<file path="src/rtl/ram_dual_read_arbiter_pkg.sv">
// Shared sizing constants and small index helpers for the dual-read RAM arbiter.
// Every arbiter file imports this package.
package ram_dual_read_arbiter_pkg;

  localparam int DATA_ROW_WIDTH     = 16;
  localparam int DATA_ADDRESS_WIDTH = 7;
  localparam int RAM_ARB_NUM_REQ    = 4;

  typedef enum logic [0:0] {
    PICK_ONE = 1'b0,
    PICK_TWO = 1'b1
  } pick_mode_e;

  // Both operands are below n, so a single conditional subtract is enough.
  function automatic int mod_add(input int a, input int b, input int n);
    int s;
    s = a + b;
    return (s >= n) ? (s - n) : s;
  endfunction

  function automatic int wrap_inc(input int idx, input int n);
    return mod_add(idx, 1, n);
  endfunction

endpackage

</file>
<file path="src/rtl/ram_dual_read_arbiter_if.sv">
// Requester bus and RAM pin bundle of the dual-read RAM arbiter.
// The arbiter uses the slave view; requesters and the RAM use the master view.
interface ram_dual_read_arbiter_if #(
  parameter int NUM_REQ    = 4,
  parameter int DATA_WIDTH = 16,
  parameter int ADDR_WIDTH = 7
);

  logic [NUM_REQ-1:0]            iReqValid;
  logic [NUM_REQ-1:0]            iReqWrite;
  logic [NUM_REQ*ADDR_WIDTH-1:0] iReqAddr;
  logic [NUM_REQ*DATA_WIDTH-1:0] iReqData;
  logic [NUM_REQ-1:0]            oReqGrant;
  logic [NUM_REQ-1:0]            oRspValid;
  logic [NUM_REQ*DATA_WIDTH-1:0] oRspData;

  logic                          oRamWriteEnable;
  logic [ADDR_WIDTH-1:0]         oRamWriteAddress;
  logic [DATA_WIDTH-1:0]         oRamDataIn;
  logic [ADDR_WIDTH-1:0]         oRamReadAddress0;
  logic [ADDR_WIDTH-1:0]         oRamReadAddress1;
  logic [DATA_WIDTH-1:0]         iRamDataOut0;
  logic [DATA_WIDTH-1:0]         iRamDataOut1;

  modport slave (
    input  iReqValid,
    input  iReqWrite,
    input  iReqAddr,
    input  iReqData,
    output oReqGrant,
    output oRspValid,
    output oRspData,
    output oRamWriteEnable,
    output oRamWriteAddress,
    output oRamDataIn,
    output oRamReadAddress0,
    output oRamReadAddress1,
    input  iRamDataOut0,
    input  iRamDataOut1
  );

  modport master (
    output iReqValid,
    output iReqWrite,
    output iReqAddr,
    output iReqData,
    input  oReqGrant,
    input  oRspValid,
    input  oRspData,
    input  oRamWriteEnable,
    input  oRamWriteAddress,
    input  oRamDataIn,
    input  oRamReadAddress0,
    input  oRamReadAddress1,
    output iRamDataOut0,
    output iRamDataOut1
  );

endinterface

</file>
<file path="src/rtl/ram_dual_read_arbiter_rr_pick_two.sv">
// Round-robin picker: rotate the request vector to start at ptr_i, find the first
// and (in PICK_TWO mode) second set bit, then map both back to requester indices.
module ram_dual_read_arbiter_rr_pick_two
  import ram_dual_read_arbiter_pkg::*;
#(
  parameter int         N    = 4,
  parameter int         PW   = (N > 1) ? $clog2(N) : 1,
  parameter pick_mode_e MODE = PICK_TWO
) (
  input  logic [N-1:0]  req_i,
  input  logic [PW-1:0] ptr_i,
  output logic          first_vld_o,
  output logic [PW-1:0] first_idx_o,
  output logic          second_vld_o,
  output logic [PW-1:0] second_idx_o
);

  logic [N-1:0]  rot_s;
  logic [N-1:0]  rot_rest_s;
  logic [N-1:0]  first_onehot_s;
  logic [PW-1:0] first_k_s;
  logic [PW-1:0] second_k_s;

  // Rotate so that bit 0 is the requester the pointer currently favours.
  always_comb begin
    rot_s = '0;
    for (int k = 0; k < N; k++) begin
      rot_s[k] = req_i[PW'(mod_add(int'(ptr_i), k, N))];
    end
  end

  // Descending scans leave the lowest set position; the second scan skips the first winner.
  always_comb begin
    first_k_s      = '0;
    second_k_s     = '0;
    first_onehot_s = '0;
    for (int k = N - 1; k >= 0; k--) begin
      first_k_s = rot_s[k] ? PW'(k) : first_k_s;
    end
    for (int k = 0; k < N; k++) begin
      first_onehot_s[k] = (first_k_s == PW'(k));
    end
    rot_rest_s = rot_s & ~first_onehot_s;
    for (int k = N - 1; k >= 0; k--) begin
      second_k_s = rot_rest_s[k] ? PW'(k) : second_k_s;
    end
  end

  // Undo the rotation to obtain real requester indices.
  always_comb begin
    first_vld_o  = |rot_s;
    second_vld_o = (MODE == PICK_TWO) && (|rot_rest_s);
    first_idx_o  = PW'(mod_add(int'(first_k_s), int'(ptr_i), N));
    second_idx_o = PW'(mod_add(int'(second_k_s), int'(ptr_i), N));
  end

endmodule

</file>
<file path="src/rtl/ram_dual_read_arbiter.sv">
// Shares a dual-read / single-write RAM among NUM_REQ requesters: one round-robin
// write grant and up to two round-robin read grants per cycle, read data returned one cycle later.
module ram_dual_read_arbiter
  import ram_dual_read_arbiter_pkg::*;
#(
  parameter int DATA_WIDTH = DATA_ROW_WIDTH,
  parameter int ADDR_WIDTH = DATA_ADDRESS_WIDTH,
  parameter int NUM_REQ    = RAM_ARB_NUM_REQ
) (
  input  logic                    Clock,
  input  logic                    Reset,
  ram_dual_read_arbiter_if.slave  bus
);

  localparam int PW = (NUM_REQ > 1) ? $clog2(NUM_REQ) : 1;

  logic [PW-1:0]         wr_ptr_q, wr_ptr_d;
  logic [PW-1:0]         rd_ptr_q, rd_ptr_d;
  logic                  busy0_q, busy0_d;
  logic                  busy1_q, busy1_d;
  logic [PW-1:0]         owner0_q, owner0_d;
  logic [PW-1:0]         owner1_q, owner1_d;

  logic [NUM_REQ-1:0]    wr_req_s;
  logic [NUM_REQ-1:0]    rd_elig_s;
  logic                  wr_vld_s;
  logic [PW-1:0]         wr_idx_s;
  logic                  wr_second_vld_s;
  logic [PW-1:0]         wr_second_idx_s;
  logic                  unused_wr_second_s;
  logic                  rd0_vld_s;
  logic [PW-1:0]         rd0_idx_s;
  logic                  rd1_vld_s;
  logic [PW-1:0]         rd1_idx_s;
  logic [ADDR_WIDTH-1:0] wr_addr_s;
  logic [DATA_WIDTH-1:0] wr_data_s;
  logic [ADDR_WIDTH-1:0] rd0_addr_s;
  logic [ADDR_WIDTH-1:0] rd1_addr_s;

  assign wr_req_s           = bus.iReqValid & bus.iReqWrite;
  assign unused_wr_second_s = ^{wr_second_vld_s, wr_second_idx_s};

  ram_dual_read_arbiter_rr_pick_two #(
    .N    (NUM_REQ),
    .PW   (PW),
    .MODE (PICK_ONE)
  ) u_wr_pick (
    .req_i        (wr_req_s),
    .ptr_i        (wr_ptr_q),
    .first_vld_o  (wr_vld_s),
    .first_idx_o  (wr_idx_s),
    .second_vld_o (wr_second_vld_s),
    .second_idx_o (wr_second_idx_s)
  );

  // Select the winning writer's address and data.
  always_comb begin
    wr_addr_s = '0;
    wr_data_s = '0;
    for (int i = 0; i < NUM_REQ; i++) begin
      wr_addr_s = (wr_idx_s == PW'(i)) ? bus.iReqAddr[i*ADDR_WIDTH +: ADDR_WIDTH] : wr_addr_s;
      wr_data_s = (wr_idx_s == PW'(i)) ? bus.iReqData[i*DATA_WIDTH +: DATA_WIDTH] : wr_data_s;
    end
  end

  // A read hitting this cycle's write address waits one cycle so it sees the new data.
  always_comb begin
    rd_elig_s = '0;
    for (int i = 0; i < NUM_REQ; i++) begin
      rd_elig_s[i] = bus.iReqValid[i] && !bus.iReqWrite[i] &&
                     !(wr_vld_s && (bus.iReqAddr[i*ADDR_WIDTH +: ADDR_WIDTH] == wr_addr_s));
    end
  end

  ram_dual_read_arbiter_rr_pick_two #(
    .N    (NUM_REQ),
    .PW   (PW),
    .MODE (PICK_TWO)
  ) u_rd_pick (
    .req_i        (rd_elig_s),
    .ptr_i        (rd_ptr_q),
    .first_vld_o  (rd0_vld_s),
    .first_idx_o  (rd0_idx_s),
    .second_vld_o (rd1_vld_s),
    .second_idx_o (rd1_idx_s)
  );

  // Select the read addresses for both RAM ports.
  always_comb begin
    rd0_addr_s = '0;
    rd1_addr_s = '0;
    for (int i = 0; i < NUM_REQ; i++) begin
      rd0_addr_s = (rd0_idx_s == PW'(i)) ? bus.iReqAddr[i*ADDR_WIDTH +: ADDR_WIDTH] : rd0_addr_s;
      rd1_addr_s = (rd1_idx_s == PW'(i)) ? bus.iReqAddr[i*ADDR_WIDTH +: ADDR_WIDTH] : rd1_addr_s;
    end
  end

  // Grants and RAM pins, all held at zero while reset is asserted.
  always_comb begin
    bus.oReqGrant = '0;
    for (int i = 0; i < NUM_REQ; i++) begin
      bus.oReqGrant[i] = Reset &&
                         ((wr_vld_s  && (wr_idx_s  == PW'(i))) ||
                          (rd0_vld_s && (rd0_idx_s == PW'(i))) ||
                          (rd1_vld_s && (rd1_idx_s == PW'(i))));
    end
    bus.oRamWriteEnable  = Reset && wr_vld_s;
    bus.oRamWriteAddress = (Reset && wr_vld_s)  ? wr_addr_s  : '0;
    bus.oRamDataIn       = (Reset && wr_vld_s)  ? wr_data_s  : '0;
    bus.oRamReadAddress0 = (Reset && rd0_vld_s) ? rd0_addr_s : '0;
    bus.oRamReadAddress1 = (Reset && rd1_vld_s) ? rd1_addr_s : '0;
  end

  // Next pointer sits just past the last winner of each class; owners follow the read ports.
  always_comb begin
    wr_ptr_d = wr_vld_s ? PW'(wrap_inc(int'(wr_idx_s), NUM_REQ)) : wr_ptr_q;
    if (rd1_vld_s) begin
      rd_ptr_d = PW'(wrap_inc(int'(rd1_idx_s), NUM_REQ));
    end else if (rd0_vld_s) begin
      rd_ptr_d = PW'(wrap_inc(int'(rd0_idx_s), NUM_REQ));
    end else begin
      rd_ptr_d = rd_ptr_q;
    end
    busy0_d  = rd0_vld_s;
    busy1_d  = rd1_vld_s;
    owner0_d = rd0_vld_s ? rd0_idx_s : '0;
    owner1_d = rd1_vld_s ? rd1_idx_s : '0;
  end

  // Pointer and response-tracking registers.
  always_ff @(posedge Clock or negedge Reset) begin
    if (!Reset) begin
      wr_ptr_q <= '0;
      rd_ptr_q <= '0;
      busy0_q  <= 1'b0;
      busy1_q  <= 1'b0;
      owner0_q <= '0;
      owner1_q <= '0;
    end else begin
      wr_ptr_q <= wr_ptr_d;
      rd_ptr_q <= rd_ptr_d;
      busy0_q  <= busy0_d;
      busy1_q  <= busy1_d;
      owner0_q <= owner0_d;
      owner1_q <= owner1_d;
    end
  end

  // Steer registered RAM data to the requester that owned each port last cycle.
  always_comb begin
    bus.oRspValid = '0;
    bus.oRspData  = '0;
    for (int i = 0; i < NUM_REQ; i++) begin
      if (busy0_q && (owner0_q == PW'(i))) begin
        bus.oRspValid[i]                        = 1'b1;
        bus.oRspData[i*DATA_WIDTH +: DATA_WIDTH] = bus.iRamDataOut0;
      end else if (busy1_q && (owner1_q == PW'(i))) begin
        bus.oRspValid[i]                        = 1'b1;
        bus.oRspData[i*DATA_WIDTH +: DATA_WIDTH] = bus.iRamDataOut1;
      end else begin
        bus.oRspValid[i]                        = 1'b0;
        bus.oRspData[i*DATA_WIDTH +: DATA_WIDTH] = '0;
      end
    end
  end

endmodule

</file>
<file path="src/flat_wrapper.sv">
// flat-port wrapper written by rule: the top's interface ports become plain ports
module ram_dual_read_arbiter_flat import ram_dual_read_arbiter_pkg::*;
#(
  parameter int DATA_WIDTH = DATA_ROW_WIDTH,
  parameter int ADDR_WIDTH = DATA_ADDRESS_WIDTH,
  parameter int NUM_REQ    = RAM_ARB_NUM_REQ
)
  (Clock, Reset, bus_iReqValid, bus_iReqWrite, bus_iReqAddr, bus_iReqData, bus_oReqGrant, bus_oRspValid, bus_oRspData, bus_oRamWriteEnable, bus_oRamWriteAddress, bus_oRamDataIn, bus_oRamReadAddress0, bus_oRamReadAddress1, bus_iRamDataOut0, bus_iRamDataOut1);
  ram_dual_read_arbiter_if #(.NUM_REQ(NUM_REQ), .DATA_WIDTH(DATA_WIDTH), .ADDR_WIDTH(ADDR_WIDTH)) bus_i ();
  input  logic Clock;
  input  logic Reset;
  input wire logic [$bits(bus_i.iReqValid)-1:0] bus_iReqValid;
  input wire logic [$bits(bus_i.iReqWrite)-1:0] bus_iReqWrite;
  input wire logic [$bits(bus_i.iReqAddr)-1:0] bus_iReqAddr;
  input wire logic [$bits(bus_i.iReqData)-1:0] bus_iReqData;
  output wire logic [$bits(bus_i.oReqGrant)-1:0] bus_oReqGrant;
  output wire logic [$bits(bus_i.oRspValid)-1:0] bus_oRspValid;
  output wire logic [$bits(bus_i.oRspData)-1:0] bus_oRspData;
  output wire logic [$bits(bus_i.oRamWriteEnable)-1:0] bus_oRamWriteEnable;
  output wire logic [$bits(bus_i.oRamWriteAddress)-1:0] bus_oRamWriteAddress;
  output wire logic [$bits(bus_i.oRamDataIn)-1:0] bus_oRamDataIn;
  output wire logic [$bits(bus_i.oRamReadAddress0)-1:0] bus_oRamReadAddress0;
  output wire logic [$bits(bus_i.oRamReadAddress1)-1:0] bus_oRamReadAddress1;
  input wire logic [$bits(bus_i.iRamDataOut0)-1:0] bus_iRamDataOut0;
  input wire logic [$bits(bus_i.iRamDataOut1)-1:0] bus_iRamDataOut1;
  assign bus_i.iReqValid = bus_iReqValid;
  assign bus_i.iReqWrite = bus_iReqWrite;
  assign bus_i.iReqAddr = bus_iReqAddr;
  assign bus_i.iReqData = bus_iReqData;
  assign bus_oReqGrant = bus_i.oReqGrant;
  assign bus_oRspValid = bus_i.oRspValid;
  assign bus_oRspData = bus_i.oRspData;
  assign bus_oRamWriteEnable = bus_i.oRamWriteEnable;
  assign bus_oRamWriteAddress = bus_i.oRamWriteAddress;
  assign bus_oRamDataIn = bus_i.oRamDataIn;
  assign bus_oRamReadAddress0 = bus_i.oRamReadAddress0;
  assign bus_oRamReadAddress1 = bus_i.oRamReadAddress1;
  assign bus_i.iRamDataOut0 = bus_iRamDataOut0;
  assign bus_i.iRamDataOut1 = bus_iRamDataOut1;
  ram_dual_read_arbiter #(.DATA_WIDTH(DATA_WIDTH), .ADDR_WIDTH(ADDR_WIDTH), .NUM_REQ(NUM_REQ)) u_core (.Clock(Clock), .Reset(Reset), .bus(bus_i));
endmodule
</file>
<file path="config.mk">
export PLATFORM = sky130hd
export DESIGN_NAME = ram_dual_read_arbiter_flat
export DESIGN_NICKNAME = d
export VERILOG_FILES = /design/src/rtl/ram_dual_read_arbiter_pkg.sv /design/src/rtl/ram_dual_read_arbiter_if.sv /design/src/rtl/ram_dual_read_arbiter_rr_pick_two.sv /design/src/rtl/ram_dual_read_arbiter.sv /design/src/flat_wrapper.sv
export SDC_FILE = /design/constraint.sdc
export NUM_CORES = 1
export LEC_CHECK = 0
export BUFFER_PORTS_ARGS = -buffer_cell sky130_fd_sc_hd__buf_2
export CORE_MARGIN = 4
export CORE_UTILIZATION = 45
export CTS_CLUSTER_DIAMETER = 150
export DETAILED_ROUTE_END_ITERATION = 8
export HOLD_SLACK_MARGIN = 0.02
export PLACE_DENSITY = 0.86
export SYNTH_ARGS = -nofsm -noshare
export SYNTH_HDL_FRONTEND = slang
export SYNTH_HIERARCHICAL = 1
export SYNTH_SLANG_ARGS = --single-unit
</file>
<file path="constraint.sdc">
create_clock -name Clock -period 6.75 [get_ports Clock]
set_clock_uncertainty 0.05 [all_clocks]
set_input_delay 0.675 -clock Clock [delete_from_list [all_inputs] [get_ports Clock]]
set_output_delay 0.675 -clock Clock [all_outputs]
set_load 0.01 [all_outputs]
</file>
==> results by group <==
Status
  – Outcome: completed

Placed design
  – RePlAce Congestion: 0.993
  – Port-buffer cells: 243
  – Placed instance area: ~4900 sq um
  – Dpl cells: 773
  – Final HPWL DP: roughly 12000 um
  – Dpl ws: 0.100 ns

Global routing
  – Initial antenna violation count: 0
  – First-pass GRT wire length: 23100 um
  – GRT Util Overall: 28.4%
  – Overflow after GRT: 0
  – Vias in the first global route: approximately 4700
  – Largest net degree at the start of global routing: 39

Synth
  – Yosys warning total: 6
  – Mapped Area: 3690 sq um
  – Syn Area/Cell: 8.00 sq um
  – Synth Net Count: roughly 600
  – Cells after synthesis: 462

Timing
  – RSZ-0062 raised after global routing: true
  – Worst slew pin tran: 1.18 ns
  – Post-route setup slack: 0.193 ns
  – Period utilisation layout: 97.1%
  – Relative slew slack: between 20% and 30%
  – Minimum clock period: ~6.6 ns
  – Setup violators final: 0
  – Final slew viol count: 0
  – Fmax: between 0.15 and 0.2 GHz
  – Hold Fails Final Rpt: 0

Route
  – DR DRC count: 0
  – Drt pass-1 iters: 5
  – Final Routed Wirelength: between 15000 and 20000 um
  – Vias: between 4000 and 5000
  – Post-route ant nets: 0
  – First-iteration detailed-routing DRC count: 426
  – Vias/cell: 6.35
  – Wire length per cell: roughly 20 um

Clock tree
  – CTS Buf Count: 3
  – Clock latency on the worst-skew pair: 0.23 ns
  – Clock Pin Slew Worst Setup and Hold Paths: around 0.050 ns
  – H-tree levels: 1
  – Root Buffer: clkbuf_8
  – CTS sink cnt: 10
  – Cts hold-fix bufs: 0
  – Clk buf depth: 2
  – CTS tree: built

Critical path
  – CP Launch Point: bus_iReqWrite[2]
  – Worst reg-to-reg setup slack: 1.55 ns
  – Crit end category: primary output
  – Type of origin of the critical path: primary input
  – Reg2reg start: u_core/wr_ptr_q[0]
  – CP max FO: 21
  – Worst Setup EP: bus_oRamReadAddress1[1]
  – Crit Path Class: primary input to primary output
  – Worst R2R Path Depth: 22
  – WP data required: 6.02 ns
  – Arrival @ worst endpoint: 5.83 ns
  – Crit Reg-Reg Endpoint: u_core/rd_ptr_q[1]

Floorplan
  – DIE AREA: ~10000 sq um
  – Starting density of the core: 47.1%
  – Die Wd: just under 100 um
  – Core box area: slightly below 8000 sq um
  – Std-Cell Rows: 32
  – I/O pin count: 244
  – Chip height: between 90 and 100 um

Finish
  – Utilization after layout: 63.7%
  – Final Cell Area: 5000 sq um
  – Final Non-Filler Cells: 779
  – Share of post-route cells with drive strength above 1: around 48%
  – Fin nets: 818
  – Area occupied by multi-input gates: between 3000 and 4000 sq um
  – Sequential cell area: ~250 sq um
  – Synthesis-to-finish area growth: 35.3%
  – Antenna fix cells: 0
  – Fill count: 657

Power
  – Worst IR drop on VDD: 0.271 mV
  – Pwr/cell area: around 400 nW/um^2
  – Static Leak: 2.54 nW

Flow run
  – Max Cap Viol: 0

Min path
  – Worst min path class: primary input to asynchronous set/reset pin
how the worst min path moves through the flow:
stage / depth (start not counted) / slack, ns / from / endpoint
3_5_place_dp: 1 / 0.52 / u_core/wr_ptr_q[0] / u_core/wr_ptr_q[0]
4_1_cts: 1 / 0.37 / Reset / u_core/owner0_q[0]
2_1_floorplan: 0 / 0.33 / Reset / u_core/busy0_q
6_report: 1 / 0.37 / Reset / u_core/owner0_q[0]
3_3_place_gp: 1 / 0.51 / u_core/wr_ptr_q[0] / u_core/wr_ptr_q[0]
5_1_grt: 1 / 0.39 / Reset / u_core/owner0_q[0]
critical path, cell delays in order:
cell	delay, ns
buf_2	0.11
and2_1	0.19
or2b_2	0.34
o311ai_0	0.12
o22a_2	0.25
inv_1	0.07
ha_1	0.20
and2b_4	0.48
a22oi_2	0.15
a21boi_1	0.21
xor2_1	0.12
o41ai_2	0.40
a21oi_1	0.21
and3b_1	0.28
a2111oi_4	0.42
a21oi_2	0.06
nor3_2	0.13
ha_2	0.19
xnor2_1	0.07
xnor2_1	0.23
buf_4	0.23
mux4_2	0.33
and3_1	0.20
buf_2	0.13
final cells by class:
class,instances,share of cell area [%]
Multi-Input combinational cell,387,63.3
Sequential cell,10,5.01
Timing Repair Buffer,258,26.7
Tap cell,102,2.55
Inverter,18,1.35
Clock buffer,4,1.10
sequential cells by signal, indices dropped and copies added, names as in the netlist:
register         count
u_core/busy0_q       1
u_core/owner0_q      2
u_core/owner1_q      2
u_core/rd_ptr_q      2
u_core/busy1_q       1
u_core/wr_ptr_q      2
metal layers:
layer,vias up,wire (um),track usage [%]
li1,2230,-,-
met5,-,0,0
met4,0,510,11.2
met1,2292,5290,31.3
met3,50,1760,7.50
met2,376,7770,51.7
per-stage QoR:
| stage | hold slack [ns] | total power, W | TNS [ns] |
|---|---|---|---|
| floorplan | 0.329 | 0.00137 | 0 |
| global placement | 0.510 | 0.00176 | 0 |
| detailed placement | 0.518 | 0.00181 | 0 |
| CTS | 0.367 | 0.00189 | 0 |
| global route | 0.385 | 0.00212 | -0.0435 |
| finish | 0.371 | 0.00199 | 0 |
repair_timing:
item | CTS | global route
setup endpoints to repair | 0 | 18
resized for setup | 0 | 13
buffers inserted | 0 | 2
endpoints found under the hold margin | 0 | 0
report_power, final:
group          leakage [nW]  internal, W  switching, W
Clock                0.0288    0.0000513     0.0000235
Sequential            0.123    0.0000826     0.0000537
Combinational          2.39     0.000817      0.000961
Total                  2.54     0.000951       0.00104
cell usage in the layout, fill, tap and decap left out, types with 4 or more instances in the layout:
cell type,instances
o21ai_0,7
buf_4,14
nand3_1,6
a221oi_1,15
mux4_2,14
inv_1,14
clkbuf_8,4
nor2_1,50
nor2b_1,6
nand2b_1,9
xnor2_1,12
a22o_1,65
a21oi_1,26
nor3_2,4
xor2_1,14
dfrtp_1,10
and2_1,11
nand2_1,15
and3_1,15
inv_2,4
buf_2,243
mux2i_1,6
nor3_1,22
Note: power is estimated with default switching activity, not from simulation.
